$ cat src/rtl/add_serial_pkg.sv
`default_nettype none
// =============================================================================
// add_serial_pkg : sequencer states and counter sizing for add_serial_seq
// Rev 1.0
// =============================================================================
package add_serial_pkg;

  localparam int c_DEFAULT_WIDTH = 8;

  typedef enum logic [2:0] {
    ST_IDLE    = 3'd0,
    ST_LAUNCH  = 3'd1,
    ST_WAIT    = 3'd2,
    ST_RELEASE = 3'd3,
    ST_RESULT  = 3'd4
  } state_t;

  // Bits needed to count 0..n-1, never fewer than one.
  function automatic int clog2(input int n);
    int w;
    w = 1;
    while ((1 << w) < n) w++;
    return w;
  endfunction

endpackage
`default_nettype wire

$ cat src/rtl/add_serial_seq.sv
`default_nettype none
// =============================================================================
// add_serial_seq : operand sequencer / result collector for the bit-serial adder
// Optional carry-out port enabled by `define ADD_SERIAL_SEQ_OVF_EN
// Rev 1.0
// =============================================================================
module add_serial_seq
  import add_serial_pkg::*;
#(
  parameter int WIDTH      = c_DEFAULT_WIDTH,
  parameter int ADD_CYCLES = WIDTH
) (
  input  logic             clk,
  input  logic             rst,
  input  logic             in_valid,
  output logic             in_ready,
  input  logic [WIDTH-1:0] in_a,
  input  logic [WIDTH-1:0] in_b,
  output logic [WIDTH-1:0] add_a,
  output logic [WIDTH-1:0] add_b,
  output logic             add_en,
  input  logic [WIDTH-1:0] add_out,
  output logic             out_valid,
  input  logic             out_ready,
  output logic [WIDTH-1:0] out_sum,
  output logic             busy
`ifdef ADD_SERIAL_SEQ_OVF_EN
  ,
  output logic             out_ovf
`endif
);

  localparam int                 c_CNT_W    = clog2(ADD_CYCLES);
  localparam logic [c_CNT_W-1:0] c_CNT_LAST = c_CNT_W'(ADD_CYCLES - 1);
  localparam logic [c_CNT_W-1:0] c_CNT_ONE  = c_CNT_W'(1);

  state_t             r_state;
  state_t             w_state_nxt;
  logic [c_CNT_W-1:0] r_cnt;
  logic [WIDTH-1:0]   r_add_a;
  logic [WIDTH-1:0]   r_add_b;
  logic [WIDTH-1:0]   r_sum;
  logic               r_add_en;
  logic               w_en_nxt;
  logic               w_accept;

  assign w_accept = (r_state == ST_IDLE) && in_valid;

  always_ff @(posedge clk or negedge rst) begin
    if (!rst) begin
      r_state <= ST_IDLE;
    end else begin
      r_state <= w_state_nxt;
    end
  end

  always_comb begin
    w_state_nxt = r_state;
    case (r_state)
      ST_IDLE:    if (in_valid) w_state_nxt = ST_LAUNCH;
      ST_LAUNCH:  w_state_nxt = ST_WAIT;
      ST_WAIT:    if (r_cnt == c_CNT_LAST) w_state_nxt = ST_RELEASE;
      ST_RELEASE: w_state_nxt = ST_RESULT;
      ST_RESULT:  if (out_ready) w_state_nxt = ST_IDLE;
      default:    w_state_nxt = ST_IDLE;
    endcase
  end

  // en is registered from the next state so the pulse lines up with LAUNCH/RELEASE;
  // those states are always followed by WAIT/RESULT, so en can never repeat.
  assign w_en_nxt = (w_state_nxt == ST_LAUNCH) || (w_state_nxt == ST_RELEASE);

  always_ff @(posedge clk or negedge rst) begin
    if (!rst) begin
      r_add_en <= 1'b0;
      r_add_a  <= '0;
      r_add_b  <= '0;
      r_cnt    <= '0;
      r_sum    <= '0;
    end else begin
      r_add_en <= w_en_nxt;
      if (w_accept) begin
        r_add_a <= in_a;
        r_add_b <= in_b;
      end
      if (r_state == ST_LAUNCH) begin
        r_cnt <= '0;
      end else if (r_state == ST_WAIT) begin
        r_cnt <= r_cnt + c_CNT_ONE;
      end
      if (r_state == ST_RELEASE) begin
        r_sum <= add_out;
      end
    end
  end

`ifdef ADD_SERIAL_SEQ_OVF_EN
  logic r_ovf;

  // Carry-out rebuilt from the operand MSBs and the sum MSB.
  always_ff @(posedge clk or negedge rst) begin
    if (!rst) begin
      r_ovf <= 1'b0;
    end else if (r_state == ST_RELEASE) begin
      r_ovf <= (r_add_a[WIDTH-1] & r_add_b[WIDTH-1]) |
               ((r_add_a[WIDTH-1] | r_add_b[WIDTH-1]) & ~add_out[WIDTH-1]);
    end
  end

  assign out_ovf = r_ovf;
`endif

  assign in_ready  = (r_state == ST_IDLE);
  assign busy      = (r_state != ST_IDLE);
  assign out_valid = (r_state == ST_RESULT);
  assign add_en    = r_add_en;
  assign add_a     = r_add_a;
  assign add_b     = r_add_b;
  assign out_sum   = r_sum;

endmodule
`default_nettype wire

$ cat config.mk
export PLATFORM = sky130hd
export DESIGN_NAME = add_serial_seq
export DESIGN_NICKNAME = d
export VERILOG_FILES = /design/src/rtl/add_serial_pkg.sv /design/src/rtl/add_serial_seq.sv
export SDC_FILE = /design/constraint.sdc
export NUM_CORES = 1
export LEC_CHECK = 0
export CAP_MARGIN = 20
export CELL_PAD_IN_SITES_DETAIL_PLACEMENT = 1
export CELL_PAD_IN_SITES_GLOBAL_PLACEMENT = 2
export CORE_ASPECT_RATIO = 2
export CORE_MARGIN = 2
export CORE_UTILIZATION = 28
export CTS_CLUSTER_SIZE = 16
export DETAILED_ROUTE_END_ITERATION = 7
export PLACE_DENSITY = 0.89
export SYNTH_ARGS = -nofsm -noshare
export SYNTH_HDL_FRONTEND = slang
export SYNTH_SLANG_ARGS = --single-unit
$ cat constraint.sdc
create_clock -name clk -period 2.5 [get_ports clk]
set_input_delay 0.5 -clock clk [delete_from_list [all_inputs] [get_ports clk]]
set_output_delay 0.5 -clock clk [all_outputs]
set_load 0.05 [all_outputs]
* Word level (Yosys, flattened, before mapping)
Cells that the tools add are included.
Widths: inputs -> output; s select.
** Word-level totals
- Register bits after elaboration :: 31
- Bits in latches :: 0
- Bits in writable memories :: 0
- ROM bits :: 0
- Input port bits :: 28
- Word-level logic and storage cells :: 25
- Memories kept :: 0
** Operators by class
- $add $sub $neg :: 1
- $mul :: 0
- Div/mod/pow operators :: 0
- Order comparisons :: 0
- Eq/ne operators :: 7
- Shift operators :: 0
- Muxes and demuxes :: 6
- Bitwise operators :: 0
- Reduce and logical (&&, ||, !) cells :: 5
** Operators with widths (number)
- $mux 3 :: 5
- $pmux 3 s5 :: 1
- $eq 3x2->1 const B :: 3
- $eq 3x1->1 const B :: 2
- $eq 3x3->1 const B :: 2
- $add 3x1->3 const B :: 1
- $logic_not 3->1 :: 1
- $reduce_bool 3->1 :: 1
- $reduce_bool 2->1 :: 1
- $logic_and 1x1->1 :: 1
- $logic_or 1x1->1 :: 1

* Longest topological paths before layout
Gate-level depths: netlist of the first run.
- Depth after elaboration :: 5
- Gate-level depth with buffers :: 4
- Gate-level depth less buffers :: 4

* Least setup slack after synthesis of the first run
No wires, ideal clock.
- Kind :: register to output
- From :: reg r_state[0]
- To :: out out_valid
- Data arrival time :: 1.759 ns
- Setup slack :: 0.241 ns
- Stages on the path, launching flop included :: 3
- Path through :: dfrtp_1 -> buf_2 -> nor3b_1
** Between the ends
- Word-level cells in the longest chain between the ends :: 1
** RTL lines
- start: declaration :: line add_serial_seq.sv:37 : state_t r_state;
- start signal: assignment :: line add_serial_seq.sv:53 : r_state <= w_state_nxt;
- $eq 3x3->1 :: line add_serial_seq.sv:115 : assign out_valid = (r_state == ST_RESULT);
- end: declaration :: line add_serial_seq.sv:23 : output logic out_valid,
Every way passes these cells.

* Worst setup path in the final report of the first run
- From :: reg r_state[2]
- To :: out out_valid
The elaborated chain is that of the path after synthesis.

==> results of run 1 <==
[worst max-delay path, delay by kind of cell (launching register included)]
family / cells / cell delay (ps)
and+or+nand+nor: 1 / 270
buffers and inverters: 1 / 570
DFF: 1 / 560
[state kept, by name, summed over array words and instances, names as in the netlist]
name and count:
add_a 8, add_b 8, out_sum 8, r_cnt 3
r_state 3, add_en 1
[synthesized netlist by cell type, drive strengths merged, types with 2 or more instances]
cell type	number
a211o	3
and3	3
buf	4
dfrtp	31
ha	2
mux2	24
nor3	2
nor4b	2
nor4bb	2
[stage by stage]
| step | hold slack, ps | util | setup slack, ps | std cells |
|---|---|---|---|---|
| after detailed placement | 494.8 | 0.4320 | 308.4 | 192 |
| after global routing | 528.7 | 0.4592 | 248.8 | 200 |
| after global placement | 488.9 | 0.4320 | 388.2 | 192 |
| final | 503.5 | 0.4592 | 317.4 | 200 |
| after floorplan | 204.4 | - | 241.0 | 83 |
| after CTS | 510.0 | 0.4586 | 55.14 | 200 |
[layer usage]
metal	up-vias	track usage	part of all wire
li1	424	-	-
met1	454	0.1296	0.34
met2	37	0.2406	0.57
met3	10	0.03153	0.050
met4	0	0.09109	0.036
met5	-	0	0
[logic make-up after synthesis]
| group | share of synthesized area |
|---|---|
| DFF | 0.6078 |
| muxes | 0.2196 |
| and+or+nand+nor | 0.09412 |
| buffers and inverters | 0.02549 |
| AOI/OAI and AO/OA | 0.02648 |
| adders and majority gates | 0.01960 |
| xor gates and xnor gates | 0.006864 |
[final cells by class]
class	count	area, µm²	area share
clock buffers	6	82.58	0.04104
inverters	1	3.754	0.001866
multi-input cells	47	467.9	0.2326
clock inverters	2	35.03	0.01741
flip-flops and latches	31	775.7	0.3856
repair buffers	59	579.3	0.2879
well taps	54	67.56	0.03358
[what timing repair did]
action                                  in CTS  in global routing
resized for setup                            1                  1
setup buffers                                0                  0
endpoints found under the setup margin       1                  1
endpoints found under the hold margin        0                  0
hold buffers                                 0                  0
[path summary, 6_finish.rpt]
kind | startpoint | end | slack [ps]
min in group asynchronous | rst | add_b[4] | 610
setup reg to reg | r_state[1] | add_b[3] | 900
hold reg to reg | out_sum[5] | out_sum[5] | 500
max in group asynchronous | rst | out_sum[6] | 1600
setup / recovery | r_state[2] | out_valid | 320
hold / removal | out_sum[5] | out_sum[5] | 500
==> qor.csv, run 1 <==
stage,metric,value,unit
run_status,run status,finished clean,
cells_and_area,Layout Area Growth over Synthesis,57.65,%
route,vias,925,
critical_path,Worst setup EP type,output pin,
timing,Clock Skew,7.038,ps
critical_path,critical path arrival,1680,ps
hold_path,WHS Path Cells,1,
synthesis,number of enable flip-flop cells after synthesis,0,
cts,clock slew at reported path FFs,70,ps
route,Routed WL,3.100,mm
cells_and_area,proportion of layout cells with a drive suffix above 1,0.2671,
timing,Slew Limit Headroom,0.6453,
timing,Final Setup Violations,0,
place,HPWL after DPL,2.370,mm
timing,final-report hold violation count,0,
route,number of remaining DRC errors,0,
synthesis,Synth top area share,0.6078,
timing,crit share post-route,0.8730,
cts,CTS tree,built,
grt,first-pass GRT wire length,4.961,mm
grt,grt ovf,0,
place,PortBufs,55,
floorplanning,die area,5147,µm²
grt,initial antenna violation count,0,
synthesis,Synth async-reset ratio,1.000,
synthesis,syn nets,113,
timing,RSZ-0062 raised after global routing,false,
timing,min Tclk post-route,2183,ps
critical_path,crit-path cells,"nor3b_1, dlygate4sd2_1",
synthesis,largest area contributor in the netlist,dfrtp_1,
synthesis,Post-Synthesis Cell Area,1276,µm²
hold_path,worst hold path type,flop to flop,
critical_path,largest fanout on the critical path,12,
cells_and_area,antenna cells,0,
route,vias per cell,4.625,
timing,Final TNS setup,0,ps
floorplanning,Starting Density,0.2913,
timing,worst slew pin tran,530.4,ps
critical_path,FF-to-FF path depth,4,
synthesis,Most used DFF post-synth,dfrtp_1,
synthesis,#FFs+latches synth,31,
synthesis,post-synth cell types,22,
cts,total clock sinks,31,
route,initial DRC count,5,
cts,CTS Root Cell,clkbuf_8,
flow_run,maxcap violations,0,
place,GPL Wtd Cong,0.6899,
cells_and_area,fin nets,175,
cts,"Clk Latency, worst-skew pair",290,ps
grt,vias in the first global route,1005,
critical_path,"Req. time, crit path",2000,ps
cells_and_area,most frequent cells in the layout,"clkdlybuf4s50_1 (52), dfrtp_1 (31), mux2_2 (24), clkbuf_8 (6), buf_4 (5)",
critical_path,Startpoint Class,flop,
grt,GRT Overall Usage,0.1347,
timing,Slew Limit Fails,0,
route,1st-pass router iterations,4,
cells_and_area,"commonest non-fill, non-tap cell in the layout",clkdlybuf4s50_1,
synthesis,synthesized area per cell,15.38,µm²
timing,Max Clk Rate,458.2,MHz
synthesis,"top cells by area, synth","dfrtp_1 (61%), mux2_2 (21%), a211o_1 (2.1%)",
critical_path,kind of critical path,flop to output pin,
route,Avg WL per Cell,15.50,µm
synthesis,Mapped Cells,83,
cts,maximum clock insertion buffer count,2,
cts,TritonCTS buffer count,5,
cts,H-tree depth,2,
floorplanning,Cell Rows,34,
cells_and_area,final instance area,2012,µm²
critical_path,CP peak stage delay,570,ps
floorplanning,# IOs,56,
grt,largest net degree at the start of global routing,32,
floorplanning,Core Region,4382,µm²
synthesis,sequential area share after synthesis,0.6078,
route,Routed Antenna Nets,0,
floorplanning,die height,99.48,µm
critical_path,Slowest cell on crit path,dlygate4sd2_1,
floorplanning,die width,51.74,µm
place,Post-Place Cell Area,1893,µm²
synthesis,YS warnings,0,
cells_and_area,Fillers,463,
Power of run 1 is left out: the tool's default activity adds up to more than one toggle a clock period on the data nets, which glitch-free logic cannot reach.
==> run 2, diff against run 1 <==
Settings changed: CORE_UTILIZATION 28 to 30, CTS_BUF_LIST set to sky130_fd_sc_hd__clkbuf_4 sky130_fd_sc_hd__clkbuf_8, PLACE_DENSITY 0.89 to 0.94.
==> run 2 against run 1 <==
First-iteration DRC count grew 60%. Critical path type unchanged. Clock skew shrank 3.3 ps. Hold slack gained 4.5 ps.
==> qor.csv, run 2 (synthesis gave the netlist of run 1 again) <==
stage,metric,value,unit,change
place,PortBufs,55,,unchanged
run_status,run status,finished clean,,unchanged
cts,# hold bufs at CTS,0,,unchanged
critical_path,kind of critical path,flop to output pin,,unchanged
timing,crit share post-route,0.9701,,was 0.8730
floorplanning,Core Region,4088,µm²,was 4382 µm²
route,Avg WL per Cell,16.08,µm,was 15.50 µm
place,GPL Wtd Cong,0.7538,,was 0.6899
cts,CTS tree,built,,unchanged
route,vias per cell,4.755,,was 4.625
grt,initial antenna violation count,0,,unchanged
place,cell total after placement,190,,was 192
hold_path,hold_sp,add_a[6],,was out_sum[5]
cells_and_area,most frequent cells in the layout,"clkdlybuf4s50_1 (54), dfrtp_1 (31), mux2_2 (24), clkbuf_8 (5), buf_4 (5)",,"was clkdlybuf4s50_1 (52), dfrtp_1 (31), mux2_2 (24), clkbuf_8 (6), buf_4 (5)"
floorplanning,die width,50.12,µm,was 51.74 µm
critical_path,r2r startpoint,r_state[1],,unchanged
cts,CTS resizes,0,,was 1
critical_path,Critical Path Start,r_state[2],,unchanged
critical_path,Worst setup EP type,output pin,,unchanged
route,Routed Antenna Nets,0,,unchanged
cts,"Clk Latency, worst-skew pair",280,ps,was 290 ps
cells_and_area,proportion of layout cells with a drive suffix above 1,0.2569,,was 0.2671
grt,grt ovf,0,,unchanged
flow_run,maxcap violations,0,,unchanged
cts,maximum clock insertion buffer count,2,,unchanged
floorplanning,die height,96.24,µm,was 99.48 µm
route,initial DRC count,8,,was 5
cells_and_area,non-filler instance count after layout,196,,was 200
critical_path,FF-to-FF path depth,4,,unchanged
grt,GRT Overall Usage,0.1455,,was 0.1347
critical_path,largest fanout on the critical path,12,,unchanged
timing,Slew Limit Fails,0,,unchanged
cells_and_area,Layout Area Growth over Synthesis,54.12,%,was 57.65%
timing,Slew Limit Headroom,0.6400,,was 0.6453
timing,Max Clk Rate,412.3,MHz,was 458.2 MHz
cts,H-tree depth,2,,unchanged
cts,CTS Root Cell,clkbuf_8,,unchanged
hold_path,worst hold path type,flop to flop,,unchanged
timing,Clock Skew,3.705,ps,was 7.038 ps
critical_path,"Req. time, crit path",2000,ps,about the same
floorplanning,die area,4824,µm²,was 5147 µm²
cells_and_area,antenna cells,0,,unchanged
route,1st-pass router iterations,4,,unchanged
place,HPWL after DPL,2.404,mm,was 2.370 mm
cts,total clock sinks,31,,unchanged
route,vias,932,,was 925
cells_and_area,fin nets,175,,unchanged
timing,final-report hold violation count,0,,unchanged
route,Routed WL,3.152,mm,was 3.100 mm
timing,min Tclk post-route,2425,ps,was 2183 ps
cts,TritonCTS buffer count,5,,unchanged
floorplanning,Starting Density,0.3122,,was 0.2913
timing,RSZ-0062 raised after global routing,false,,unchanged
grt,first-pass GRT wire length,5.043,mm,was 4.961 mm
floorplanning,Cell Rows,33,,was 34
cts,Post-CTS Setup Inserts,0,,unchanged
cells_and_area,Fillers,414,,was 463
cells_and_area,"commonest non-fill, non-tap cell in the layout",clkdlybuf4s50_1,,unchanged
critical_path,Startpoint Class,flop,,unchanged
timing,worst slew pin tran,538.3,ps,was 530.4 ps
grt,vias in the first global route,1033,,was 1005
timing,Final TNS setup,0,ps,unchanged
timing,Final Setup Violations,0,,unchanged
floorplanning,# IOs,56,,unchanged
grt,largest net degree at the start of global routing,32,,unchanged
hold_path,WHS Path Cells,1,,unchanged
route,number of remaining DRC errors,0,,unchanged
cts,clock slew at reported path FFs,60,ps,was 70 ps
critical_path,critical path arrival,1930,ps,was 1680 ps
## run 2: changes by cell type in the layout (fill, tap and decap cells not counted), sizes merged
cell,change
dlygate4sd2,-1
clkdlybuf4s50,+2
bufinv,-1
dlymetal6s2s,-1
clkinv,-1
## run 2: path summary, 6_finish.rpt
check                           slack, ps         end
worst max register to register        920    add_b[2]
worst min-delay path                  510    add_a[6]
worst min register to register        510    add_a[6]
worst max-delay path                   70        busy
min in group asynchronous             620    add_b[3]
max in group asynchronous            1590  out_sum[0]
## run 2: worst max-delay path, cell delays in order (launching register included)
cell and delay (ps):
dfrtp_1 500, or3_1 440, clkdlybuf4s50_1 710
## run 2: stage by stage
| stage | util | hold slack, ps | worst slack [ps] | cell area [µm²] |
|---|---|---|---|---|
| after detailed placement | 0.4625 | 495.3 | 357.2 | 1891 |
| after global routing | 0.4812 | 523.8 | 2.132 | 1967 |
| after floorplan | - | 204.4 | 241.0 | 1276 |
| after CTS | 0.4812 | 508.6 | 51.10 | 1967 |
| final | 0.4812 | 508.0 | 74.72 | 1967 |
| after global placement | 0.4625 | 489.1 | 393.3 | 1891 |
## run 2: per-layer routing
metal | vias up | global-route usage | wire length, µm
met2 | 37 | 0.2719 | 1820
met1 | 464 | 0.1292 | 1034
met3 | 11 | 0.03106 | 155
met4 | 0 | 0.1157 | 141
met5 | - | 0 | 0
li1 | 420 | - | -
## run 2: cell type report
type	instances	area (µm²)	area share
clock buffers	6	76.32	0.03880
inverters	1	3.754	0.001908
multi-input cells	47	467.9	0.2379
flip-flops and latches	31	775.7	0.3944
well taps	52	65.06	0.03308
repair buffers	59	578.1	0.2939
Power of run 2 is left out for the same reason.
